--- config.mk ---
export PLATFORM = sky130hd
export DESIGN_NAME = tone_synth
export DESIGN_NICKNAME = d
export VERILOG_FILES = /design/src/rtl/tone_synth.sv
export SDC_FILE = /design/constraint.sdc
export NUM_CORES = 1
export LEC_CHECK = 0
export BUFFER_PORTS_ARGS = -buffer_cell sky130_fd_sc_hd__buf_2
export CAP_MARGIN = 20
export CORE_MARGIN = 5
export CORE_UTILIZATION = 57
export DETAILED_ROUTE_END_ITERATION = 16
export GPL_TIMING_DRIVEN = 0
export PLACE_DENSITY = 0.84
export SLEW_MARGIN = 20
export SYNTH_ARGS = -nofsm -noshare
export SYNTH_HDL_FRONTEND = slang
export SYNTH_SLANG_ARGS = --single-unit
--- constraint.sdc ---
create_clock -name clk -period 3.2 [get_ports clk]
set_clock_uncertainty 0.05 [all_clocks]
set_input_delay 0.32 -clock clk [delete_from_list [all_inputs] [get_ports clk]]
set_output_delay 0.32 -clock clk [all_outputs]
set_load 0.01 [all_outputs]
--- src/rtl/tone_synth.sv ---
// tone_synth: multi-channel square-wave tone generator.
// Note codes arrive on a valid/ready write port. A small FSM derives the
// half-period as BASE[semitone] >> octave by repeated subtraction of 12
// (one step per clock). The result is staged per channel and only takes
// effect at a waveform edge, so the outputs never produce runt pulses.
// Optional feature macro: TONE_TRANSPOSE_EN adds the trans_up input, an
// extra octave-up shift that is sampled when a write is accepted.
`timescale 1ns/1ps
module tone_synth #(
  parameter int CHANNELS = 2,
  parameter int NOTE_W   = 8,
  parameter int CNT_W    = 17,
  parameter int MAX_NOTE = 36,
  localparam int CH_W    = (CHANNELS > 1) ? $clog2(CHANNELS) : 1
) (
  input  logic                clk,
  input  logic                rst,
  input  logic                wr_valid,
  output logic                wr_ready,
  input  logic [CH_W-1:0]     wr_ch,
  input  logic [NOTE_W-1:0]   wr_note,
`ifdef TONE_TRANSPOSE_EN
  input  logic [1:0]          trans_up,
`endif
  output logic [CHANNELS-1:0] tone,
  output logic [CHANNELS-1:0] active
);

  localparam int SH_W = (CNT_W > 17) ? CNT_W : 17;

  typedef enum logic [1:0] {S_IDLE, S_DECODE, S_APPLY} state_e;

  state_e             state_q;
  logic               rdy_q;
  logic [CH_W-1:0]    ch_q;
  logic [NOTE_W-1:0]  rem_q;
  logic [NOTE_W-1:0]  oct_q;
  logic [1:0]         trans_q;
  logic [CNT_W-1:0]   dec_period_q;
  logic [1:0]         trans_in;
  logic [NOTE_W:0]    shamt;
  logic [SH_W-1:0]    shifted;
  logic [CNT_W-1:0]   dec_period;

`ifdef TONE_TRANSPOSE_EN
  assign trans_in = trans_up;
`else
  assign trans_in = 2'd0;
`endif

  // Lowest-octave half-period for each semitone (C .. B).
  function automatic logic [16:0] base_lut(input logic [3:0] s);
    case (s)
      4'd0:    base_lut = 17'd95556;
      4'd1:    base_lut = 17'd90193;
      4'd2:    base_lut = 17'd85131;
      4'd3:    base_lut = 17'd80353;
      4'd4:    base_lut = 17'd75843;
      4'd5:    base_lut = 17'd71586;
      4'd6:    base_lut = 17'd67568;
      4'd7:    base_lut = 17'd63776;
      4'd8:    base_lut = 17'd60196;
      4'd9:    base_lut = 17'd56818;
      4'd10:   base_lut = 17'd53629;
      4'd11:   base_lut = 17'd50619;
      default: base_lut = 17'd0;
    endcase
  endfunction

  // Period for the current decode state: the shift drops LSBs, and a zero
  // result naturally reads as silence downstream.
  always_comb begin
    // NOTE: every always_comb output gets an unconditional assignment so no latch is inferred.
    shamt      = {1'b0, oct_q} + (NOTE_W+1)'(trans_q);
    shifted    = SH_W'(base_lut(rem_q[3:0])) >> shamt;
    dec_period = CNT_W'(shifted);
  end

  // Ready is a registered flag, additionally masked while reset is held.
  assign wr_ready = rdy_q & ~rst;

  // Write-port FSM: accept, decode semitone/octave, hand off to a channel.
  always_ff @(posedge clk) begin
    // NOTE: synchronous reset inside the clocked block; all state uses non-blocking (<=) assignments.
    if (rst) begin
      state_q      <= S_IDLE;
      rdy_q        <= 1'b1;
      ch_q         <= '0;
      rem_q        <= '0;
      oct_q        <= '0;
      trans_q      <= '0;
      dec_period_q <= '0;
    end else begin
      case (state_q)
        S_IDLE: begin
          if (wr_valid && rdy_q) begin
            ch_q    <= wr_ch;
            trans_q <= trans_in;
            rdy_q   <= 1'b0;
            if ((wr_note != '0) && (wr_note <= NOTE_W'(MAX_NOTE))) begin
              rem_q   <= wr_note - NOTE_W'(1);
              oct_q   <= '0;
              state_q <= S_DECODE;
            end else begin
              dec_period_q <= '0;
              state_q      <= S_APPLY;
            end
          end
        end
        S_DECODE: begin
          if (rem_q >= NOTE_W'(12)) begin
            rem_q <= rem_q - NOTE_W'(12);
            oct_q <= oct_q + NOTE_W'(1);
          end else begin
            dec_period_q <= dec_period;
            state_q      <= S_APPLY;
          end
        end
        S_APPLY: begin
          state_q <= S_IDLE;
          rdy_q   <= 1'b1;
        end
        default: begin
          state_q <= S_IDLE;
          rdy_q   <= 1'b1;
        end
      endcase
    end
  end

  for (genvar c = 0; c < CHANNELS; c++) begin : g_ch
    logic [CNT_W-1:0] period_q;
    logic [CNT_W-1:0] cnt_q;
    logic [CNT_W-1:0] pend_q;
    logic             pend_vld_q;
    logic             tone_q;
    logic             apply_hit;
    logic             wrap;
    logic             consume;

    // Out-of-range channel numbers match no generate instance and are dropped.
    assign apply_hit = (state_q == S_APPLY) && (ch_q == CH_W'(c));
    assign wrap      = (cnt_q == period_q - CNT_W'(1));
    assign consume   = pend_vld_q && ((period_q == '0) || wrap);

    // Per-channel counter/toggle; a staged period is adopted only when idle or at an edge.
    always_ff @(posedge clk) begin
      if (rst) begin
        period_q   <= '0;
        cnt_q      <= '0;
        pend_q     <= '0;
        pend_vld_q <= 1'b0;
        tone_q     <= 1'b0;
      end else begin
        if (apply_hit) begin
          pend_q <= dec_period_q;
        end
        // A write landing in the same cycle as a consume must survive.
        pend_vld_q <= apply_hit | (pend_vld_q & ~consume);

        if (period_q == '0) begin
          cnt_q <= '0;
          if (pend_vld_q) begin
            period_q <= pend_q;
            tone_q   <= 1'b0;
          end
        end else if (wrap) begin
          cnt_q <= '0;
          if (pend_vld_q) begin
            period_q <= pend_q;
            tone_q   <= (pend_q == '0) ? 1'b0 : ~tone_q;
          end else begin
            tone_q <= ~tone_q;
          end
        end else begin
          cnt_q <= cnt_q + CNT_W'(1);
        end
      end
    end

    assign tone[c]   = tone_q;
    assign active[c] = (period_q != '0);
  end

endmodule

* Word-level counts from Yosys, hierarchy flattened
Memories as Yosys holds them, arrays and structs flattened. A register that Yosys moved wholly into a read port is not among the register bits.
Cells that the tools add are included.
** Word-level totals
- Bits in registers :: 143
- Latch bits :: 0
- RAM bits :: 0
- Memory bits (read-only) :: 272
- Input port bits :: 12
- Output and inout port bits :: 5
- Word-level logic and storage cells :: 114
- Memories :: 1
** Memories
- (no name shown) :: depth 16, bits a word 17, read ports 1, clocked after memory_dff 1, write ports 0, RTL line 53 : case (s)
** Operators by class
- Add/subtract/negate cells :: 7
- Multipliers :: 0
- Divide/modulo/power cells :: 0
- $lt $le $gt $ge :: 2
- Equal/unequal tests :: 11
- Shifts and indexed selects :: 1
- Mux-type cells :: 36
- Bitwise gates (word level) :: 12
- Reduce and logical (&&, ||, !) cells :: 28
** Operator list (count)
- two-way mux 17 bit :: 9
- logical NOT 17 bit :: 4
- two-way mux 8 bit :: 6
- adder 17 x 1 -> 17 bit (second input constant) :: 2
- == test 17 bit :: 2
- one-hot mux 17 bit (2 select lines) :: 1
- nonzero test 17 bit :: 2
- subtractor 17 x 1 -> 17 bit (second input constant) :: 2
- one-hot mux 8 bit (2 select lines) :: 2
- >> shifter 17 x 8 -> 17 bit :: 1
- inequality test 2 bit (second input constant) :: 7
- two-way mux 1 bit :: 11
- AND reduction 2 bit :: 5
- adder 8 x 1 -> 8 bit (second input constant) :: 1
- >= comparator 8 x 4 -> 1 bit (second input constant) :: 1
- <= comparator 8 x 6 -> 1 bit (second input constant) :: 1
- two-way mux 4 bit :: 2
- AND reduction 4 bit :: 2
- nonzero test 8 bit :: 1
- subtractor 8 x 1 -> 8 bit (second input constant) :: 1
- subtractor 8 x 4 -> 8 bit (second input constant) :: 1
- NOT 1 bit :: 7
- logical AND 1 bit :: 6
- two-way mux 2 bit :: 3
- other kinds (10) :: 17

* Depth between registers and ports, before layout
Gate-level depths: netlist (run 1).
- Depth in word-level cells :: 7
- Depth in mapped cells :: 11
- Gate-level depth less buffers :: 11

* Worst setup path before layout (run 1)
No wires, ideal clock.
- Path type :: register to register
- Start :: register g_ch[0].period_q[0]
- End :: register g_ch[0].period_q[10]
- Arrival time :: 2.796 ns
- Path slack :: 0.232 ns
- Stages on the path, launching flop included :: 11
- Path buffers :: 1
- Path through :: dfxtp_1 > inv_1 > ha_1 > nor3b_1 > nand4_1 > xnor2_1 > a2111oi_0 > and3_1 > nand2_1 > clkbuf_1 > a311o_1
** Between the ends
- Word-level cells in the longest chain between the ends :: 3
** RTL lines
- start: declaration :: RTL line 132 : logic [CNT_W-1:0] period_q;
- start signal: assignment :: RTL line 164 : period_q <= pend_q;
- start signal: assignment :: RTL line 170 : period_q <= pend_q;
- subtractor 17 x 1 -> 17 bit :: RTL line 143 : assign wrap = (cnt_q == period_q - CNT_W'(1));
- == test 17 bit :: RTL line 143
- nonzero test 2 bit (no line)
Several ways; a longest one is shown, not always the timed one.
A chain may end at the register's enable or synchronous reset.

==> impl_metrics.json, run 1 <==
{
  "antennaDiodeCount": 0,
  "routed_wl_um": 22020,
  "routed-wl-met2_um": 11350,
  "synth_warnings": 0,
  "die_y_um": 134.1,
  "rr_worst_depth": 8,
  "overflow": 0,
  "p_total_mw": 4.743,
  "synth.distinct_cells": 73,
  "synthToLayoutAreaGrowth_pct": 12.36,
  "fmax_mhz": 320.1,
  "gp_congestion": 0.9552,
  "cp-end-kind": "flip-flop",
  "nNetsFinal": 1133,
  "start_kind": "flip-flop",
  "period_share_pct": 97.63,
  "synth-seq-cells": 160,
  "synth_ff_type": "dfxtp_1",
  "hpwl_um": 15930,
  "worst_ep_required_time_ns": 3.47,
  "power.density_mw_per_mm2": 480.9,
  "rr_startpoint": "state_q[0]",
  "drt_iter0_markers": 651,
  "yosys.area.top_type_share_pct": 36.49,
  "synth_common_cells": "160 x dfxtp_1, 140 x nand2_1, 84 x nor2_1, 57 x clkbuf_1, 53 x a21oi_1",
  "cp.arrival_ns": 3.40,
  "dp_cells": 1267,
  "setup_viol": 0,
  "netlist_instances": 1063,
  "hold_class": "in -> reg",
  "synth_top_cell_by_area": "dfxtp_1",
  "synth.most_common_cell": "dfxtp_1",
  "rsz0062_at_grt": "true",
  "die_w_um": 134.1,
  "grt_usage_pct": 24.50,
  "synth_enable_flop_cells": 0,
  "min_to": "ch_q",
  "register_area_mm2": 0.003203,
  "wl_per_cell_um": 16.89,
  "syn_nets": 1092,
  "tightest_slew_ns": 0.9623,
  "period_needed_ns": 3.124,
  "ant_nets": 0,
  "highest_layer": "met4",
  "n_fill_cell": 1260,
  "drc_errors": 0,
  "final_area_mm2": 0.009862,
  "ir_drop_v": 0.0004495,
  "drtPass1Iterations": 5,
  "hold_start": "wr_ch",
  "hold_depth": 3,
  "grt_pass1_wl_um": 36630,
  "power.leakage_nw": 3.598,
  "ff2ff_setup_slack_ns": 0.08,
  "dr_total_vias": 7958,
  "routedLengthMet1_um": 9296,
  "core_mm2": 0.01515,
  "maxSlewHeadroom_pct": 35.71,
  "stdcell_count": 1304,
  "hold_viol_final": 0,
  "syn_area_mm2": 0.008777,
  "worstPathMaxFanout": 10,
  "h-tree-depth": 4,
  "status": "finished, final reports clean",
  "place_area_mm2": 0.009092,
  "met3_length_um": 1004,
  "antenna_found_initial": 0,
  "die-area_mm2": 0.01798,
  "grt_pass1_vias": 7599,
  "cts_sinks": 160,
  "drive_above_1_share_pct": 10.39,
  "io_buffers": 16,
  "ios": 17,
  "async_flop_share_pct": 0,
  "postLayoutCoreUtil_pct": 65.11,
  "cts_buffers": 17,
  "ys_top_cells_by_area": "dfxtp_1 36%, nand2_1 6.0%, xor2_1 4.4%",
  "drv_slew": 0,
  "grt_max_degree": 17,
  "cap_violations": 0,
  "hold_buffers": 0,
  "avgSynthCellArea_um2": 8.257,
  "path_class": "reg -> reg",
  "multiInputGateArea_mm2": 0.005283,
  "start_util_pct": 57.95,
  "insertion_delay_ns": 0.42,
  "cts_tree": "done",
  "drt-vias-per-instance": 6.103,
  "cts_root_buffer": "clkbuf_16",
  "clk_pin_slew_ns": 0.06,
  "setup_tns_ns": 0,
  "cts_buffer_depth": 2,
  "row_count": 45,
  "ys_seq_area_share_pct": 36.49
}
[power by group]
part	internal (mW)	switching, mW	total, mW
logic	0.278	0.460	0.738
clock network	1.10	0.796	1.90
registers	2.04	0.0638	2.11
[timing repair]
item | in CTS | in global routing
buffers inserted | 4 | 2
setup endpoints to repair | 62 | 60
resized for setup | 12 | 27
pin swaps | 1 | 2
[how the worst max path moves through the flow]
| stage | startpoint | endpoint | slack (ns) |
|---|---|---|---|
| after CTS | state_q[0] | flip-flop | 0.01 |
| after detailed placement | g_ch[0].period_q[0] | g_ch[0].cnt_q[12] | -0.45 |
| after floorplan | g_ch[0].period_q[0] | g_ch[0].period_q[10] | 0.23 |
| after global routing | g_ch[0].period_q[4] | active[0] | -0.03 |
| final | state_q[0] | flip-flop | 0.08 |
| after global placement | g_ch[0].period_q[0] | g_ch[0].cnt_q[12] | -0.41 |
[worst max-delay path, cell delays in order, from the launching register on]
cell and delay [ns]:
dfxtp_1 0.31, clkbuf_1 0.22, or3_1 0.49, o41a_1 0.55, or3_1 0.36, a31oi_2 0.24
buf_4 0.23, mux2_2 0.35, o2bb2ai_1 0.23
[routing by layer]
layer	vias to the layer above	GRT usage, %
li1	3882	-
met1	3788	29.96
met2	250	44.08
met3	38	4.239
met4	0	7.466
met5	-	0
[cells in the final DEF, fill, tap and decap left out, types with 7 or more instances in the layout]
| cell type | instances |
|---|---|
| a21oi_1 | 52 |
| a22oi_1 | 15 |
| a311o_1 | 12 |
| and3_1 | 29 |
| buf_2 | 20 |
| buf_4 | 9 |
| clkbuf_1 | 53 |
| clkbuf_16 | 17 |
| dfxtp_1 | 160 |
| ha_1 | 17 |
| inv_1 | 44 |
| mux2_2 | 8 |
| mux2i_1 | 31 |
| mux4_2 | 8 |
| nand2_1 | 140 |
| nand3_1 | 49 |
| nand4_1 | 17 |
| nor2_1 | 84 |
| nor2b_1 | 14 |
| nor3_1 | 34 |
| nor4_1 | 16 |
| o21ai_0 | 22 |
| o22ai_1 | 8 |
| o2bb2ai_1 | 13 |
| o32ai_1 | 15 |
| or3_1 | 8 |
| or4_1 | 7 |
| xnor2_1 | 40 |
| xor2_1 | 44 |
[area by class of cell]
| cell class | instances | share of cell area, % |
|---|---|---|
| multi-input cells | 787 | 53.57 |
| inverters | 45 | 1.713 |
| clock buffers | 21 | 4.669 |
| well taps | 188 | 2.385 |
| repair buffers | 22 | 1.269 |
| plain buffers | 71 | 3.020 |
| clock inverters | 10 | 0.9008 |
| flip-flops and latches | 160 | 32.48 |
[through the flow]
stage	setup slack (ns)	hold slack (ns)
3_5_place_dp	-0.4460	0.4047
5_1_grt	-0.02712	0.09892
2_1_floorplan	0.2318	0.3897
3_3_place_gp	-0.4145	0.4056
6_report	0.07575	0.09597
4_1_cts	0.01411	0.08982
[cells by family (layout without fill, tap and decap cells)]
kind of cell	after synthesis	count (layout)	share of synthesized area, %
AO/OA/AOI/OAI	193	193	15.71
XOR/XNOR	84	84	8.382
adder cells (fa/ha/maj)	17	17	2.423
buffers and inverters	116	169	5.203
flip-flops	160	160	36.49
multiplexers	47	47	6.614
AND/OR/NAND/NOR	446	446	25.17
Note: power is estimated with default switching activity, not from simulation.
==> run 2: changes to the inputs <==
==> constraint.sdc (replaced) <==
create_clock -name clk -period 3.2 [get_ports clk]
set_clock_uncertainty 0.05 [all_clocks]
set_input_delay 0.32 -clock clk [delete_from_list [all_inputs] [get_ports clk]]
set_output_delay 0.32 -clock clk [all_outputs]
set_load 0.02 [all_outputs]
==> impl_metrics.json, run 2 (synthesized netlist as in run 1, its figures left out) <==
{
  "status": "finished, final reports clean",
  "maxSlewHeadroom_pct": 35.09,
  "fmax_mhz": 319.4,
  "gp_congestion": 0.9552,
  "die-area_mm2": 0.01798,
  "path_class": "reg -> reg",
  "ff2ff_setup_slack_ns": 0.07,
  "hpwl_um": 15930,
  "setup_viol": 0,
  "clk_pin_slew_ns": 0.06,
  "p_int_mw": 3.415,
  "drive_above_1_share_pct": 10.31,
  "dr_total_vias": 7986,
  "start_kind": "flip-flop",
  "antennaDiodeCount": 0,
  "rsz0062_at_grt": "true",
  "start_util_pct": 57.95,
  "cts_buffers": 17,
  "power.leakage_nw": 3.597,
  "cp_cell_sequence": "clkbuf_1, or3_1, o41a_1, or3_1, a31oi_2, buf_4, mux2_2, o2bb2ai_1",
  "cts_tree": "done",
  "cpPeakStageDelay_ns": 0.55,
  "p_sw_share_pct": 28.05,
  "drt-vias-per-instance": 6.129,
  "routed_wl_um": 22070,
  "drc_errors": 0,
  "insertion_delay_ns": 0.42,
  "worstPathMaxFanout": 10,
  "die_y_um": 134.1,
  "clkPwrFrac_pct": 40.0,
  "hold_viol_final": 0,
  "drt_iter0_markers": 666,
  "final_common_cell": "dfxtp_1",
  "overflow": 0,
  "power.density_mw_per_mm2": 481.2,
  "fin_hold_ws_ns": 0.09472,
  "layout_setup_ws_ns": 0.06938,
  "h-tree-depth": 4,
  "cts_sinks": 160,
  "drv_slew": 0,
  "p_sw_mw": 1.331,
  "cap_violations": 0,
  "drtPass1Iterations": 5,
  "core_mm2": 0.01515,
  "p_seq_share_pct": 44.4,
  "stdcell_count": 1303,
  "grt_pass1_vias": 7617,
  "hold_depth": 3,
  "grt_pass1_wl_um": 36600,
  "period_needed_ns": 3.131,
  "rr_worst_depth": 8,
  "cts_root_buffer": "clkbuf_16",
  "hold_class": "in -> reg",
  "combPwrFrac_pct": 15.6,
  "antenna_found_initial": 0,
  "cts_buffer_depth": 2,
  "ios": 17,
  "wl_per_cell_um": 16.94,
  "path_common_cell": "or3_1",
  "synthToLayoutAreaGrowth_pct": 12.39,
  "hold_start": "wr_ch",
  "cp-end-kind": "flip-flop",
  "mostFrequentLayoutCells": "160 x dfxtp_1, 140 x nand2_1, 84 x nor2_1",
  "critPathLaunch": "state_q[0]",
  "ant_nets": 0,
  "tightest_slew_ns": 0.9715,
  "nNetsFinal": 1132,
  "slowest_stage": "o41a_1",
  "rr_startpoint": "state_q[0]",
  "min_to": "ch_q",
  "pre_cts_slack_ns": -0.4460,
  "worst_ep_required_time_ns": 3.47,
  "period_share_pct": 97.83,
  "dp_cells": 1267,
  "cp.arrival_ns": 3.40,
  "ir_drop_v": 0.0004512,
  "die_w_um": 134.1,
  "row_count": 45,
  "hold_buffers": 0,
  "grt_usage_pct": 24.50,
  "grt_max_degree": 17,
  "io_buffers": 16
}
run 2: cell types whose count changed in the layout (fill, tap and decap cells not counted), sizes merged:
| cell | change |
|---|---|
| buf | +1 |
| clkbuf | -2 |
run 2: per-stage QoR:
step	util, %	total power [mW]	instance area (um2)	setup TNS [ns]
finish	65.13	4.747	9864	0
global route	65.13	4.921	9864	-0.1482
CTS	64.27	4.698	9734	-0.05768
detailed placement	60.03	2.805	9092	-14.06
global placement	60.03	2.786	9092	-9.416
floorplan	-	2.620	8777	0
run 2: worst max-delay path by stage:
stage | to | cells past startpoint
floorplan | g_ch[0].period_q[10] | 10
global placement | g_ch[0].cnt_q[12] | 10
detailed placement | g_ch[0].cnt_q[12] | 10
CTS | active[0] | 8
global route | g_ch[1].period_q[0] | 9
finish | flip-flop | 8
run 2: final cells by class:
cell class,count,area (um2)
clock inverter,10,88.84
buffer,69,290.3
inverter,45,168.9
clock buffer,21,460.4
sequential,160,3203
multi-input combinational,787,5285
tap,188,235.2
timing repair buffer,23,132.6
fill,1262,5281
run 2: routing by layer:
metal	global-route usage, %	vias to the layer above	part of all wire [%]
li1	-	3881	-
met1	29.99	3804	42
met2	43.91	263	51
met3	4.239	38	5.3
met4	7.749	0	1.9
met5	0	-	0
run 2: critical path, delay by kind of cell, from the launching register on:
family,cells,cell delay (ns)
muxes,1,0.35
DFF,1,0.31
and+or+nand+nor,2,0.85
AOI/OAI and AO/OA,3,1.02
buffers and inverters,2,0.45
run 2: power groups by stage:
| stage | Clock, mW | Sequential [mW] | Combinational, mW |
|---|---|---|---|
| after floorplan | 0 | 2.13 | 0.492 |
| after global placement | 0 | 2.14 | 0.642 |
| after detailed placement | 0 | 2.15 | 0.657 |
| after CTS | 1.92 | 2.10 | 0.677 |
| after global routing | 2.01 | 2.11 | 0.796 |
| final | 1.90 | 2.11 | 0.738 |
run 2: timing repair:
item | CTS | global route
buffers inserted | 6 | 1
pin swaps | 1 | 1
endpoints found under the setup margin | 62 | 61
gates resized for setup | 11 | 27
